`config.mk`:
```
export PLATFORM = sky130hd
export DESIGN_NAME = uart_rx_os_flat
export DESIGN_NICKNAME = d
export VERILOG_FILES = /design/src/rtl/uart_rx_os_if.sv /design/src/rtl/uart_rx_os.sv /design/src/flat_wrapper.sv
export SDC_FILE = /design/constraint.sdc
export NUM_CORES = 1
export LEC_CHECK = 0
export CAP_MARGIN = 10
export CORE_MARGIN = 4
export CORE_UTILIZATION = 45
export CTS_BUF_LIST = sky130_fd_sc_hd__clkbuf_16
export CTS_CLUSTER_DIAMETER = 150
export DETAILED_ROUTE_END_ITERATION = 8
export PLACE_DENSITY_LB_ADDON = 0.2
export SETUP_SLACK_MARGIN = 0.05
export SYNTH_ARGS = -nofsm -noshare
export SYNTH_HDL_FRONTEND = slang
export SYNTH_SLANG_ARGS = --single-unit
```
`constraint.sdc`:
```
create_clock -name clk -period 2.6 [get_ports clk]
set_input_delay 0.39 -clock clk [delete_from_list [all_inputs] [get_ports clk]]
set_output_delay 0.39 -clock clk [all_outputs]
set_load 0.02 [all_outputs]
```
`src/rtl/uart_rx_os_if.sv`:
```
// Receive-word handshake between the UART receiver and its consumer.
// The receiver drives the word, the valid flag and the error flags.
// The consumer returns rd_ack.
interface uart_rx_os_if #(
   parameter int DATA_BITS = 8
);
   logic                 rd_ack;
   logic [DATA_BITS-1:0] data_out;
   logic                 data_valid;
   logic                 frame_err;
   logic                 parity_err;
   logic                 overrun;

   modport master (
      input  rd_ack,
      output data_out, data_valid, frame_err, parity_err, overrun
   );

   modport slave (
      output rd_ack,
      input  data_out, data_valid, frame_err, parity_err, overrun
   );
endinterface

```
`src/rtl/uart_rx_os.sv`:
```
// Oversampling UART receiver. RX is sampled once per ENABLE strobe, and each
// bit is decided by a 3-sample majority vote around the bit centre.
// Received words are held in a register with a valid/ack handshake.
//
// state    | meaning
// ---------+-----------------------------------------------------------
// IDLE     | waiting for a low level on the synchronised line
// START    | inside the start bit; a high vote means it was a glitch
// DATA     | shifting in DATA_BITS data bits, LSB first
// PARITY   | checking the parity bit (only when PARITY_EN=1)
// STOP     | checking STOP_BITS stop bits; the last vote loads the word
module uart_rx_os #(
   parameter int OVS        = 5,
   parameter int DATA_BITS  = 8,
   parameter int PARITY_EN  = 0,
   parameter int PARITY_ODD = 0,
   parameter int STOP_BITS  = 1
) (
   input  logic          clk,
   input  logic          res,
   input  logic          ENABLE,
   input  logic          RX,
   output logic          busy,
   uart_rx_os_if.master  bus
);

   localparam int SW = $clog2(OVS);
   localparam int BW = $clog2(DATA_BITS + 1);
   localparam logic [SW-1:0] S_LAST = SW'(OVS - 1);
   localparam logic [SW-1:0] S_CM1  = SW'(OVS / 2 - 1);
   localparam logic [SW-1:0] S_C    = SW'(OVS / 2);
   localparam logic [SW-1:0] S_CP1  = SW'(OVS / 2 + 1);
   localparam logic [BW-1:0] B_DATA      = BW'(DATA_BITS);
   localparam logic [BW-1:0] B_STOP_LAST = BW'(STOP_BITS - 1);
   localparam logic          P_ODD       = (PARITY_ODD != 0);

   typedef enum logic [2:0] {
      ST_IDLE,
      ST_START,
      ST_DATA,
      ST_PARITY,
      ST_STOP
   } state_t;

   logic                 r_rx_m, r_rx_s;
   state_t               r_state, w_state;
   logic [SW-1:0]        r_s, w_s;
   logic [BW-1:0]        r_bit, w_bit;
   logic                 r_smp0, w_smp0, r_smp1, w_smp1;
   logic [DATA_BITS-1:0] r_shift, w_shift;
   logic                 r_perr, w_perr, r_ferr, w_ferr;
   logic                 w_load;
   logic [DATA_BITS-1:0] r_data;
   logic                 r_dv, r_fe_o, r_pe_o, r_ovr, r_busy;

   logic w_dec_strb, w_dec, w_wrap;

   assign w_dec_strb = (r_s == S_CP1);
   assign w_wrap     = (r_s == S_LAST);
   assign w_dec      = (r_smp0 & r_smp1) | (r_smp0 & r_rx_s) | (r_smp1 & r_rx_s);

   // Two-flop synchroniser; it idles high so reset does not look like a start bit.
   always_ff @(posedge clk or negedge res) begin
      if (!res) begin
         r_rx_m <= 1'b1;
         r_rx_s <= 1'b1;
      end else begin
         r_rx_m <= RX;
         r_rx_s <= r_rx_m;
      end
   end

   // FSM and counter registers; they only move when the comb logic says so.
   always_ff @(posedge clk or negedge res) begin
      if (!res) begin
         r_state <= ST_IDLE;
         r_s     <= '0;
         r_bit   <= '0;
         r_smp0  <= 1'b1;
         r_smp1  <= 1'b1;
         r_shift <= '0;
         r_perr  <= 1'b0;
         r_ferr  <= 1'b0;
         r_busy  <= 1'b0;
      end else begin
         r_state <= w_state;
         r_s     <= w_s;
         r_bit   <= w_bit;
         r_smp0  <= w_smp0;
         r_smp1  <= w_smp1;
         r_shift <= w_shift;
         r_perr  <= w_perr;
         r_ferr  <= w_ferr;
         r_busy  <= (w_state != ST_IDLE);
      end
   end

   // Next-state logic: everything holds unless ENABLE strobes.
   always_comb begin
      w_state = r_state;
      w_s     = r_s;
      w_bit   = r_bit;
      w_smp0  = r_smp0;
      w_smp1  = r_smp1;
      w_shift = r_shift;
      w_perr  = r_perr;
      w_ferr  = r_ferr;
      w_load  = 1'b0;
      if (ENABLE) begin
         w_s = w_wrap ? '0 : r_s + SW'(1);
         if (r_s == S_CM1) w_smp0 = r_rx_s;
         if (r_s == S_C)   w_smp1 = r_rx_s;
         case (r_state)
            ST_IDLE: begin
               w_s = '0;
               if (!r_rx_s) begin
                  w_state = ST_START;
                  w_s     = SW'(1);
                  w_bit   = '0;
                  w_perr  = 1'b0;
                  w_ferr  = 1'b0;
               end
            end
            ST_START: begin
               if (w_dec_strb && w_dec) begin
                  w_state = ST_IDLE;
                  w_s     = '0;
               end else if (w_wrap) begin
                  w_state = ST_DATA;
                  w_bit   = '0;
               end
            end
            ST_DATA: begin
               if (w_dec_strb) begin
                  w_shift = {w_dec, r_shift[DATA_BITS-1:1]};
                  w_bit   = r_bit + BW'(1);
               end
               if (w_wrap && (w_bit == B_DATA)) begin
                  w_state = (PARITY_EN != 0) ? ST_PARITY : ST_STOP;
                  w_bit   = '0;
               end
            end
            ST_PARITY: begin
               if (w_dec_strb) w_perr = ((^r_shift) ^ w_dec) != P_ODD;
               if (w_wrap) begin
                  w_state = ST_STOP;
                  w_bit   = '0;
               end
            end
            ST_STOP: begin
               if (w_dec_strb) begin
                  w_ferr = r_ferr | ~w_dec;
                  // Leave on the last vote rather than at s=OVS-1 so the next start edge is caught early.
                  if (r_bit == B_STOP_LAST) begin
                     w_load  = 1'b1;
                     w_state = ST_IDLE;
                     w_s     = '0;
                  end else begin
                     w_bit = r_bit + BW'(1);
                  end
               end
            end
            default: begin
               w_state = ST_IDLE;
               w_s     = '0;
            end
         endcase
      end
   end

   // Holding register and handshake; a coincident ack wins over overrun.
   always_ff @(posedge clk or negedge res) begin
      if (!res) begin
         r_data <= '0;
         r_dv   <= 1'b0;
         r_fe_o <= 1'b0;
         r_pe_o <= 1'b0;
         r_ovr  <= 1'b0;
      end else if (w_load) begin
         r_data <= r_shift;
         r_fe_o <= w_ferr;
         r_pe_o <= r_perr;
         r_dv   <= 1'b1;
         if (r_dv) r_ovr <= ~bus.rd_ack;
      end else if (r_dv && bus.rd_ack) begin
         r_dv  <= 1'b0;
         r_ovr <= 1'b0;
      end
   end

   assign bus.data_out   = r_data;
   assign bus.data_valid = r_dv;
   assign bus.frame_err  = r_fe_o;
   assign bus.parity_err = r_pe_o;
   assign bus.overrun    = r_ovr;
   assign busy           = r_busy;

endmodule

```
`src/flat_wrapper.sv`:
```
// flat-port wrapper written by rule: the top's interface ports become plain ports
module uart_rx_os_flat 
#(
   parameter int OVS        = 5,
   parameter int DATA_BITS  = 8,
   parameter int PARITY_EN  = 0,
   parameter int PARITY_ODD = 0,
   parameter int STOP_BITS  = 1
)
  (clk, res, ENABLE, RX, busy, bus_rd_ack, bus_data_out, bus_data_valid, bus_frame_err, bus_parity_err, bus_overrun);
  uart_rx_os_if #(.DATA_BITS(DATA_BITS)) bus_i ();
  input  logic clk;
  input  logic res;
  input  logic ENABLE;
  input  logic RX;
  output logic busy;
  input wire logic [$bits(bus_i.rd_ack)-1:0] bus_rd_ack;
  output wire logic [$bits(bus_i.data_out)-1:0] bus_data_out;
  output wire logic [$bits(bus_i.data_valid)-1:0] bus_data_valid;
  output wire logic [$bits(bus_i.frame_err)-1:0] bus_frame_err;
  output wire logic [$bits(bus_i.parity_err)-1:0] bus_parity_err;
  output wire logic [$bits(bus_i.overrun)-1:0] bus_overrun;
  assign bus_i.rd_ack = bus_rd_ack;
  assign bus_data_out = bus_i.data_out;
  assign bus_data_valid = bus_i.data_valid;
  assign bus_frame_err = bus_i.frame_err;
  assign bus_parity_err = bus_i.parity_err;
  assign bus_overrun = bus_i.overrun;
  uart_rx_os #(.OVS(OVS), .DATA_BITS(DATA_BITS), .PARITY_EN(PARITY_EN), .PARITY_ODD(PARITY_ODD), .STOP_BITS(STOP_BITS)) u_core (.clk(clk), .res(res), .ENABLE(ENABLE), .RX(RX), .busy(busy), .bus(bus_i));
endmodule
```
==> impl_summary.txt, run 1 <==
----------------------------------------------------
[Global routing]
  First-pass GRT wire length ... 6.66 mm
  Via count of the first global-routing pass ... 1,400
  Antenna violations before repair ... 0
  Maximum number of pins on one net before global-route repair ... 38
  GRT Resource Usage Total ... 15.6%
  Grt ovf ... 0

[Placement]
  Number of cells in the design after placement ... 265
  IO Port Bufs ... 17
  RD Place Congestion ... 0.810
  Post-DP Area ... 2220 um2
  DPL Wire Length ... 2.62 mm

[Final layout]
  Post-layout util ... 54.7%
  Leading cell type in the layout, fill and taps excluded ... sky130_fd_sc_hd__nand2_1
  Nets@finish ... 233
  Highest-count cells in the layout ignoring fill and taps ... sky130_fd_sc_hd__nand2_1, sky130_fd_sc_hd__dfrtp_1, sky130_fd_sc_hd__clkdlybuf4s50_1, sky130_fd_sc_hd__inv_1, sky130_fd_sc_hd__mux2_2
  Post-route standard cell area excluding fillers ... 2380 um2
  Area Overhead vs Synth ... 18.3%
  # diodes ... 0
  Count of non-filler cells in the finished layout ... 273
  Fraction of final layout cells sized beyond drive strength 1 ... 15.4%

[Yosys]
  Sequential-to-total area share from yosys stat ... 46.2%
  Cells after synthesis ... 202
  Register bit total from synthesis ... 37
  Avg Synthesized Cell Area ... 9.97 um2
  Count of different cell masters after synthesis ... 50
  Share of flip-flops with an asynchronous set or reset ... 100%
  Netlist area before placement ... 2010 um2
  Number of warnings reported in the yosys synthesis log ... 0
  Synthesized net count ... 215
  Library cell occupying the most area in the post-synthesis netlist ... sky130_fd_sc_hd__dfrtp_1
  Cell types occupying the most area after synthesis ... sky130_fd_sc_hd__dfrtp_1, sky130_fd_sc_hd__nand2_1, sky130_fd_sc_hd__mux2_2
  Ys flop type ... sky130_fd_sc_hd__dfrtp_1
  Number of enable flip-flop cells after synthesis ... 0
  Portion of synthesized cell area occupied by the leading cell type ... 41.0%

[Setup path]
  Register-to-Register Setup Slack ... 410 ps
  Origin of the worst setup path ... u_core.r_s[0]
  Category of the worst setup path capture point ... flop
  Data required time at the worst endpoint ... 2750 ps
  Crit Reg-Reg Endpoint ... u_core.busy
  Number of cell instances on the worst register-to-register path ... 7
  Worst EP arrival ... 2350 ps
  Launching element type of the critical path ... flop
  Largest fanout on the critical path ... 10
  Crit Path Category ... reg -> reg
  Origin of the critical flop-to-flop path ... u_core.r_s[0]

[Routing]
  Detailed-route vias per instance ... 5.24
  Routed wirelength normalized by instance count ... 13.9 um
  Antenna Nets Post-Route ... 0
  Iteration-0 DRC count of the detailed router ... 94
  Via count ... 1,431
  First drt pass iteration count ... 4
  Total routed wirelength ... 3.80 mm
  Drc violations ... 0

[Timing]
  Least-Margin Pin Slew ... 810 ps
  Worst clock skew ... 2.58 ps
  Post-Route Setup TNS ... 0 ps
  Final critical delay including setup and external delays ... 2190 ps
  Max_slew headroom ... 46.0%
  Final count of negative-setup-slack endpoints ... 0
  Slew Viols, Final ... 0
  Final Hold Violating Endpoints ... 0
  Highest Clock Rate ... 456 MHz
  RSZ-0062 raised after global routing ... no
  Share of the cycle needed by the critical path after routing ... 84.3%

[Run]
  # Max-Cap Violations ... 0

[Clocking]
  Number of H-tree branching levels ... 2
  Register clock-pin slew on the reported worst setup and hold paths ... 50 ps
  TritonCTS clock tree ... done
  Resized Gates After CTS ... 0
  Clock buffers created by TritonCTS ... 5
  Root buffer selected by CTS ... sky130_fd_sc_hd__clkbuf_16
  Buffers inserted by post-CTS timing repair ... 0
  Clk sinks ... 37
  Clock insertion delay at the later pin of the skew report ... 280 ps
  Maximum count of clock buffers along a single path ... 2
  Hold buffers post-CTS ... 0

[Power and ir drop]
  Power per cell area ... 874 nW/um2
  Max IR drop VDD ... 0.000553 V
  Total Power ... 2.08 mW
  Leakage power of the design ... 1.08 nW

[Min path]
  Worst Hold Class ... in -> async

[Floorplan]
  Overall die width ... 74.9 um
  Die H ... 74.9 um
  Placeable Area ... 4350 um2
  Standard-cell rows ... 24
  I/O pins ... 18
  Initial standard-cell utilization of the core ... 46.3%
  Die Outline Area ... 5610 um2

[Status]
  Outcome ... complete, no violations

----------------------------------------------------
==> state kept, by name, indices dropped and copies added (netlist names), 3 cells and up <==
signal / count
u_core.r_state: 3
u_core.bus.data_out: 8
u_core.r_bit: 4
u_core.r_s: 3
u_core.r_shift: 8
==> area by class of cell <==
type / instances / area, um2
sequential: 37 / 931
inverter: 13 / 48.8
multi-input combinational: 143 / 987
tap: 52 / 65.1
timing repair buffer: 20 / 188
clock inverter: 3 / 37.5
clock buffer: 5 / 125
fill: 379 / 1970
==> metrics by stage <==
step	worst slack, ps	hold WS [ps]
after floorplan	593	94.4
after global placement	437	346
after detailed placement	390	348
after CTS	403	244
after global routing	212	289
final	407	203
==> synthesized netlist by cell type, types with 2 or more instances <==
cell and instances:
sky130_fd_sc_hd__or3_1 2, sky130_fd_sc_hd__dfrtp_1 33, sky130_fd_sc_hd__and3_1 3, sky130_fd_sc_hd__o21ai_0 8, sky130_fd_sc_hd__nand3_1 2, sky130_fd_sc_hd__o31ai_1 3
sky130_fd_sc_hd__a21oi_1 4, sky130_fd_sc_hd__o22ai_1 2, sky130_fd_sc_hd__buf_4 2, sky130_fd_sc_hd__dfstp_2 4, sky130_fd_sc_hd__or4b_1 2, sky130_fd_sc_hd__nand2b_1 2
sky130_fd_sc_hd__mux2_2 10, sky130_fd_sc_hd__nand2_1 43, sky130_fd_sc_hd__nand4_1 2, sky130_fd_sc_hd__clkbuf_1 2, sky130_fd_sc_hd__nor2b_1 2, sky130_fd_sc_hd__xor2_1 4
sky130_fd_sc_hd__inv_1 13, sky130_fd_sc_hd__o21ai_1 5, sky130_fd_sc_hd__nor2_1 5, sky130_fd_sc_hd__a32oi_1 2, sky130_fd_sc_hd__ha_1 8, sky130_fd_sc_hd__nor3b_1 2
sky130_fd_sc_hd__buf_2 5, sky130_fd_sc_hd__xnor2_1 8
==> worst max-delay path by stage <==
| stage | to | slack [ps] |
|---|---|---|
| 2_1_floorplan | u_core.busy | 590 |
| 3_3_place_gp | u_core.r_perr | 440 |
| 3_5_place_dp | u_core.r_perr | 390 |
| 4_1_cts | u_core.busy | 400 |
| 5_1_grt | u_core.busy | 210 |
| 6_report | u_core.busy | 410 |
==> kinds of logic (layout without fill, tap and decap cells) <==
| logic type | Yosys count | after routing | share of synthesized area (%) |
|---|---|---|---|
| AO/OA/AOI/OAI | 37 | 37 | 12.5 |
| XOR/XNOR | 12 | 12 | 5.22 |
| adder cells (fa/ha/maj) | 9 | 9 | 5.53 |
| buffers and inverters | 22 | 41 | 4.78 |
| flip-flops | 37 | 37 | 46.2 |
| multiplexers | 11 | 11 | 6.15 |
| AND/OR/NAND/NOR | 74 | 74 | 19.6 |
==> report_power, final <==
part | internal [mW] | switching (mW) | total, mW
Combinational | 0.278 | 0.339 | 0.617
Clock | 0.445 | 0.217 | 0.662
Sequential | 0.674 | 0.129 | 0.803
Total | 1.40 | 0.685 | 2.08
==> critical path, cell delays in order, from the launching register on <==
cell                       delay (ps)
sky130_fd_sc_hd__dfrtp_1          400
sky130_fd_sc_hd__ha_1             200
sky130_fd_sc_hd__ha_1             360
sky130_fd_sc_hd__nand2_1          110
sky130_fd_sc_hd__xnor2_1          190
sky130_fd_sc_hd__nor4_4           340
sky130_fd_sc_hd__o211ai_2         110
sky130_fd_sc_hd__or3_1            370
==> routing by layer <==
layer | wire, um | global-route usage [%]
met3 | 119 | 4.14
met1 | 1920 | 22.3
met2 | 1710 | 22.4
met5 | 0 | 0
met4 | 49 | 6.52
Note: power is estimated with default switching activity, not from simulation.
==> run 2: changes to the inputs <==
Clock period 2.6 ns to 2 ns, I/O delays scaled along.
==> impl_summary.txt, run 2 (synthesis gave the netlist of run 1 again) <==
----------------------------------------------------
[Setup path]
  Data required time at the worst endpoint ... 2160 ps (-590 ps)
  Crit Path Category ... reg -> reg
  Largest fanout on the critical path ... 5 (-5)
  Register-to-Register Setup Slack ... 110 ps (-290 ps)
  Buffers & Inverters on Critical Path ... 1 (+1)
  Number of cell instances on the worst register-to-register path ... 7 (unchanged)
  Origin of the critical flop-to-flop path ... u_core.r_s[1]
  Worst EP arrival ... 2040 ps (-310 ps)
  Cell class contributing the biggest share of worst-path delay ... compound AO/OA/AOI/OAI gates
  Launching element type of the critical path ... flop
  CP peak stage delay ... 420 ps (+20 ps)
  Crit-path cells ... ha_4 -> ha_4 -> buf_4 -> a21boi_1 -> a32oi_1 -> o211ai_2 -> or3_1
  Crit Reg-Reg Endpoint ... u_core.busy
  Slowest CP cell ... sky130_fd_sc_hd__dfrtp_1
  Most used cell, CP ... sky130_fd_sc_hd__ha_4
  Category of the worst setup path capture point ... flop

[Power and ir drop]
  Max IR drop VDD ... 0.000739 V (+34%)
  Power per cell area ... 1140 nW/um2 (+31%)
  Total Power ... 2.94 mW (+41%)
  Leakage power of the design ... 1.17 nW (+9.0%)

[Floorplan]
  Placeable Area ... 4350 um2 (unchanged)
  Die H ... 74.9 um (unchanged)
  Die Outline Area ... 5610 um2 (unchanged)
  Overall die width ... 74.9 um (unchanged)
  Initial standard-cell utilization of the core ... 46.3% (unchanged)
  I/O pins ... 18 (unchanged)
  Standard-cell rows ... 24 (unchanged)

[Timing]
  Final critical delay including setup and external delays ... 1890 ps (-308 ps)
  Worst clock skew ... 3.24 ps (+0.661 ps)
  Final count of negative-setup-slack endpoints ... 0 (unchanged)
  Worst hold slack across all endpoints ... 50.9 ps (-152 ps)
  Max_slew headroom ... 69.3% (+23 points)
  Post-Route Setup TNS ... 0 ps (unchanged)
  Least-Margin Pin Slew ... 461 ps (-348 ps)
  Final Hold Violating Endpoints ... 0 (unchanged)
  Slew Viols, Final ... 0 (unchanged)
  Share of the cycle needed by the critical path after routing ... 94.3% (+9.9 points)
  Highest Clock Rate ... 530 MHz (+16%)
  RSZ-0062 raised after global routing ... yes

[Placement]
  DPL Wire Length ... 2.86 mm (+9.0%)
  Post-DP Area ... 2290 um2 (+3.4%)
  RD Place Congestion ... 0.770 (-4.9%)
  IO Port Bufs ... 17 (unchanged)

[Global routing]
  Antenna violations before repair ... 0 (unchanged)
  GRT Resource Usage Total ... 16.7% (+1.1 points)
  Grt ovf ... 0 (unchanged)
  Maximum number of pins on one net before global-route repair ... 38 (unchanged)
  First-pass GRT wire length ... 7.04 mm (+5.7%)
  Via count of the first global-routing pass ... 1,454 (+3.9%)

[Final layout]
  Nets@finish ... 250 (+7.3%)
  Highest-count cells in the layout ignoring fill and taps ... sky130_fd_sc_hd__nand2_1, sky130_fd_sc_hd__dfrtp_1, sky130_fd_sc_hd__buf_4, sky130_fd_sc_hd__clkdlybuf4s50_1, sky130_fd_sc_hd__inv_1
  # diodes ... 0 (unchanged)
  Area Overhead vs Synth ... 27.8%
  Leading cell type in the layout, fill and taps excluded ... sky130_fd_sc_hd__nand2_1
  Post-route standard cell area excluding fillers ... 2570 um2 (+8.1%)
  Fraction of final layout cells sized beyond drive strength 1 ... 25.6% (+10 points)

[Clocking]
  Clock buffers created by TritonCTS ... 5 (unchanged)
  Root buffer selected by CTS ... sky130_fd_sc_hd__clkbuf_16
  Number of H-tree branching levels ... 2 (unchanged)
  Maximum count of clock buffers along a single path ... 2 (unchanged)
  Clk sinks ... 37 (unchanged)
  TritonCTS clock tree ... done
  Clock insertion delay at the later pin of the skew report ... 280 ps (about the same)
  Register clock-pin slew on the reported worst setup and hold paths ... 50 ps (about the same)

[Routing]
  First drt pass iteration count ... 5 (+1)
  Antenna Nets Post-Route ... 0 (unchanged)
  Routed wirelength normalized by instance count ... 13.9 um (-0.36%)
  Detailed-route vias per instance ... 5.25 (+0.12%)
  Via count ... 1,522 (+6.4%)
  Total routed wirelength ... 4.02 mm (+5.8%)
  Drc violations ... 0 (unchanged)
  Iteration-0 DRC count of the detailed router ... 71 (-24%)

[Run]
  # Max-Cap Violations ... 0 (unchanged)

[Status]
  Outcome ... complete, no violations

[Min path]
  Worst Hold Class ... in -> async

----------------------------------------------------
## run 2: cell types whose count changed in the layout (fill, tap and decap cells not counted), moves of 3 or more
cell and delta:
sky130_fd_sc_hd__buf_4 +16, sky130_fd_sc_hd__ha_1 -3, sky130_fd_sc_hd__ha_4 +3, sky130_fd_sc_hd__inv_1 -3, sky130_fd_sc_hd__inv_2 +3
## run 2: layer usage
metal	track usage (%)	wire length [um]	vias to the layer above
met5	0	0	-
met4	5.34	48	0
met3	4.54	135	5
met2	25.9	1860	24
met1	22.7	1970	721
li1	-	-	772
## run 2: worst max-delay path by stage
stage                          startpoint  cells past startpoint            end  slack, ps
final                       u_core.r_s[1]                      7    u_core.busy        110
after floorplan             u_core.r_s[0]                      6    u_core.busy         70
after detailed placement           ENABLE                      4  u_core.r_perr        -20
after global placement             ENABLE                      4  u_core.r_perr        -50
after CTS                   u_core.r_s[1]                      7    u_core.busy         50
after global routing      u_core.r_bit[1]                      7    u_core.busy          3
## run 2: through the flow
stage / cells / worst slack (ps) / util (%)
3_3_place_gp: 275 / -46.8 / 52.7
2_1_floorplan: 202 / 73.5 / -
6_report: 290 / 115 / 59.1
3_5_place_dp: 275 / -24.7 / 52.7
5_1_grt: 290 / 3.38 / 59.1
4_1_cts: 285 / 52.9 / 57.1
## run 2: cell type report
| class | instances | area, um2 |
|---|---|---|
| Inverter | 13 | 48.8 |
| Clock inverter | 3 | 37.5 |
| Multi-Input combinational cell | 143 | 1050 |
| Fill cell | 350 | 1780 |
| Sequential cell | 37 | 932 |
| Timing Repair Buffer | 37 | 319 |
| Tap cell | 52 | 65.1 |
| Clock buffer | 5 | 125 |
## run 2: repair_timing
action / in CTS / in global routing
gates resized for setup: 3 / 14
cloned: 0 / 0
pin swaps: 2 / 7
setup buffers: 2 / 5
hold buffers: 0 / 0
setup endpoints to repair: 1 / 6
## run 2: power breakdown
group	switching [mW]	leakage, nW	internal, mW
clock network	0.277	0.0826	0.578
logic	0.534	0.604	0.520
registers	0.155	0.489	0.880
total	0.966	1.17	1.98
==> run 3: changes to the inputs <==
Settings changed: CORE_UTILIZATION 45 to 30.
==> impl_summary.txt, run 3 (synthesis gave the netlist of run 1 again) <==
----------------------------------------------------
[Routing]
  First drt pass iteration count ... 4 (-1)
  Iteration-0 DRC count of the detailed router ... 72 (+1.4%)
  Via count ... 1,547 (+1.6%)
  Drc violations ... 0 (unchanged)
  WL met2 ... 2.07 mm (+11%)
  Antenna Nets Post-Route ... 0 (unchanged)
  Routed wirelength normalized by instance count ... 13.7 um (-0.81%)
  Met1 routed wirelength after detailed routing ... 2.07 mm (+5.0%)
  Total routed wirelength ... 4.38 mm (+9.1%)
  Detailed-route vias per instance ... 4.85 (-7.6%)
  Routed length on met3 ... 150 um (+11%)
  Top layer in use ... met4

[Placement]
  IO Port Bufs ... 17 (unchanged)
  RD Place Congestion ... 0.831 (+7.9%)
  DPL Wire Length ... 3.11 mm (+8.9%)
  Post-DP Area ... 2390 um2 (+4.3%)

[Timing]
  Least-Margin Pin Slew ... 488 ps (+26.5 ps)
  Highest Clock Rate ... 526 MHz (-0.74%)
  Worst clock skew ... 4.13 ps (+0.895 ps)
  Share of the cycle needed by the critical path after routing ... 95.0% (+0.70 points)
  Slew Viols, Final ... 0 (unchanged)
  Post-Route Setup TNS ... 0 ps (unchanged)
  RSZ-0062 raised after global routing ... yes
  Final Hold Violating Endpoints ... 0 (unchanged)
  Final critical delay including setup and external delays ... 1900 ps (+14.1 ps)
  Final count of negative-setup-slack endpoints ... 0 (unchanged)
  Max_slew headroom ... 67.5% (-1.8 points)

[Setup path]
  Largest fanout on the critical path ... 5 (unchanged)
  Termination of the worst setup path ... u_core.busy
  Crit Path Category ... reg -> reg
  Worst EP arrival ... 2060 ps (+20 ps)
  Register-to-Register Setup Slack ... 100 ps (about the same)
  Number of cell instances on the worst register-to-register path ... 8 (+1)
  Launching element type of the critical path ... flop
  Origin of the worst setup path ... u_core.r_s[1]
  Origin of the critical flop-to-flop path ... u_core.r_s[1]
  Data required time at the worst endpoint ... 2160 ps (about the same)
  Category of the worst setup path capture point ... flop
  Crit Reg-Reg Endpoint ... u_core.busy

[Clocking]
  Maximum count of clock buffers along a single path ... 2 (unchanged)
  Clock buffers created by TritonCTS ... 5 (unchanged)
  Number of H-tree branching levels ... 2 (unchanged)
  Clock insertion delay at the later pin of the skew report ... 280 ps (about the same)
  Clk sinks ... 37 (unchanged)
  TritonCTS clock tree ... done
  Root buffer selected by CTS ... sky130_fd_sc_hd__clkbuf_16
  Register clock-pin slew on the reported worst setup and hold paths ... 60 ps (about the same)

[Global routing]
  GRT Resource Usage Total ... 11.6% (-5.1 points)
  Via count of the first global-routing pass ... 1,557 (+7.1%)
  Grt ovf ... 0 (unchanged)
  First-pass GRT wire length ... 7.63 mm (+8.4%)
  Antenna violations before repair ... 0 (unchanged)
  Maximum number of pins on one net before global-route repair ... 38 (unchanged)

[Power and ir drop]
  Power per cell area ... 1150 nW/um2 (+0.64%)
  Max IR drop VDD ... 0.000476 V (-36%)
  Leakage power of the design ... 1.19 nW (+1.5%)

[Floorplan]
  Die Outline Area ... 8090 um2 (+44%)
  I/O pins ... 18 (unchanged)
  Die H ... 89.9 um (+20%)
  Standard-cell rows ... 29 (+21%)
  Overall die width ... 89.9 um (+20%)
  Initial standard-cell utilization of the core ... 31.4% (-15 points)
  Placeable Area ... 6420 um2 (+47%)

[Run]
  # Max-Cap Violations ... 0 (unchanged)

[Status]
  Outcome ... complete, no violations

[Min path]
  Worst Hold Class ... in -> async

[Final layout]
  Leading cell type in the layout, fill and taps excluded ... sky130_fd_sc_hd__nand2_1
  Nets@finish ... 254 (+1.6%)
  Area Overhead vs Synth ... 30.9%
  Fraction of final layout cells sized beyond drive strength 1 ... 26.4% (+0.82 points)
  # diodes ... 0 (unchanged)
  Number of inserted filler cells in the final layout ... 614 (+75%)
  Highest-count cells in the layout ignoring fill and taps ... sky130_fd_sc_hd__nand2_1, sky130_fd_sc_hd__dfrtp_1, sky130_fd_sc_hd__buf_4, sky130_fd_sc_hd__clkdlybuf4s50_1, sky130_fd_sc_hd__inv_1
  Post-route standard cell area excluding fillers ... 2640 um2 (+2.4%)

----------------------------------------------------
## run 3: routing by layer
| metal | up-vias | GRT usage (%) |
|---|---|---|
| met3 | 8 | 2.84 |
| met2 | 30 | 18.7 |
| met1 | 730 | 15.0 |
| met4 | 0 | 4.59 |
| met5 | - | 0 |
| li1 | 779 | - |
## run 3: area by class of cell
| cell class | instances | area, um2 | area share [%] |
|---|---|---|---|
| clock inverter | 3 | 38.8 | 1.47 |
| multi-input combinational | 143 | 1050 | 39.7 |
| clock buffer | 5 | 125 | 4.74 |
| sequential | 37 | 931 | 35.3 |
| inverter | 13 | 51.3 | 1.94 |
| timing repair buffer | 41 | 349 | 13.2 |
| tap | 77 | 96.3 | 3.65 |
## run 3: worst max-delay path: stages (launching register included)
cell	delay (ps)
sky130_fd_sc_hd__dfrtp_1	410
sky130_fd_sc_hd__buf_4	160
sky130_fd_sc_hd__inv_2	80
sky130_fd_sc_hd__ha_4	130
sky130_fd_sc_hd__nand2_2	60
sky130_fd_sc_hd__buf_6	130
sky130_fd_sc_hd__nor4_4	310
sky130_fd_sc_hd__o211ai_2	130
sky130_fd_sc_hd__or3_1	370
## run 3: stage by stage
step	utilization, %	hold slack [ps]	total power [mW]	std cells	setup WS (ps)
after floorplan	-	4.41	1.69	202	73.5
after global placement	37.3	346	2.06	309	45.7
after detailed placement	37.3	349	2.05	309	24.7
after CTS	40.3	80.7	2.97	318	63.9
after global routing	41.1	115	3.25	319	2.39
final	41.1	57.3	3.03	319	101
## run 3: power breakdown
group	switching [mW]	internal, mW	total (mW)
sequential	0.121	0.878	0.999
clock	0.296	0.581	0.877
combinational	0.587	0.572	1.16
## run 3: what timing repair did
item,CTS,global route
gates resized for setup,4,11
buffers inserted,1,1
endpoints found under the setup margin,1,5
endpoints found under the hold margin,0,0
hold buffers,0,0
pin swaps,2,3
## run 3: worst min path at each step
stage | startpoint | endpoint | slack (ps) | depth (start not counted)
finish | res | u_core.r_s[1] | 60 | 2
global route | res | u_core.r_s[1] | 120 | 2
CTS | res | u_core.r_s[1] | 80 | 2
detailed placement | u_core.r_rx_m | u_core.r_rx_s | 350 | 0
global placement | u_core.r_rx_m | u_core.r_rx_s | 350 | 0
floorplan | res | u_core.bus.data_out[0] | 4 | 0
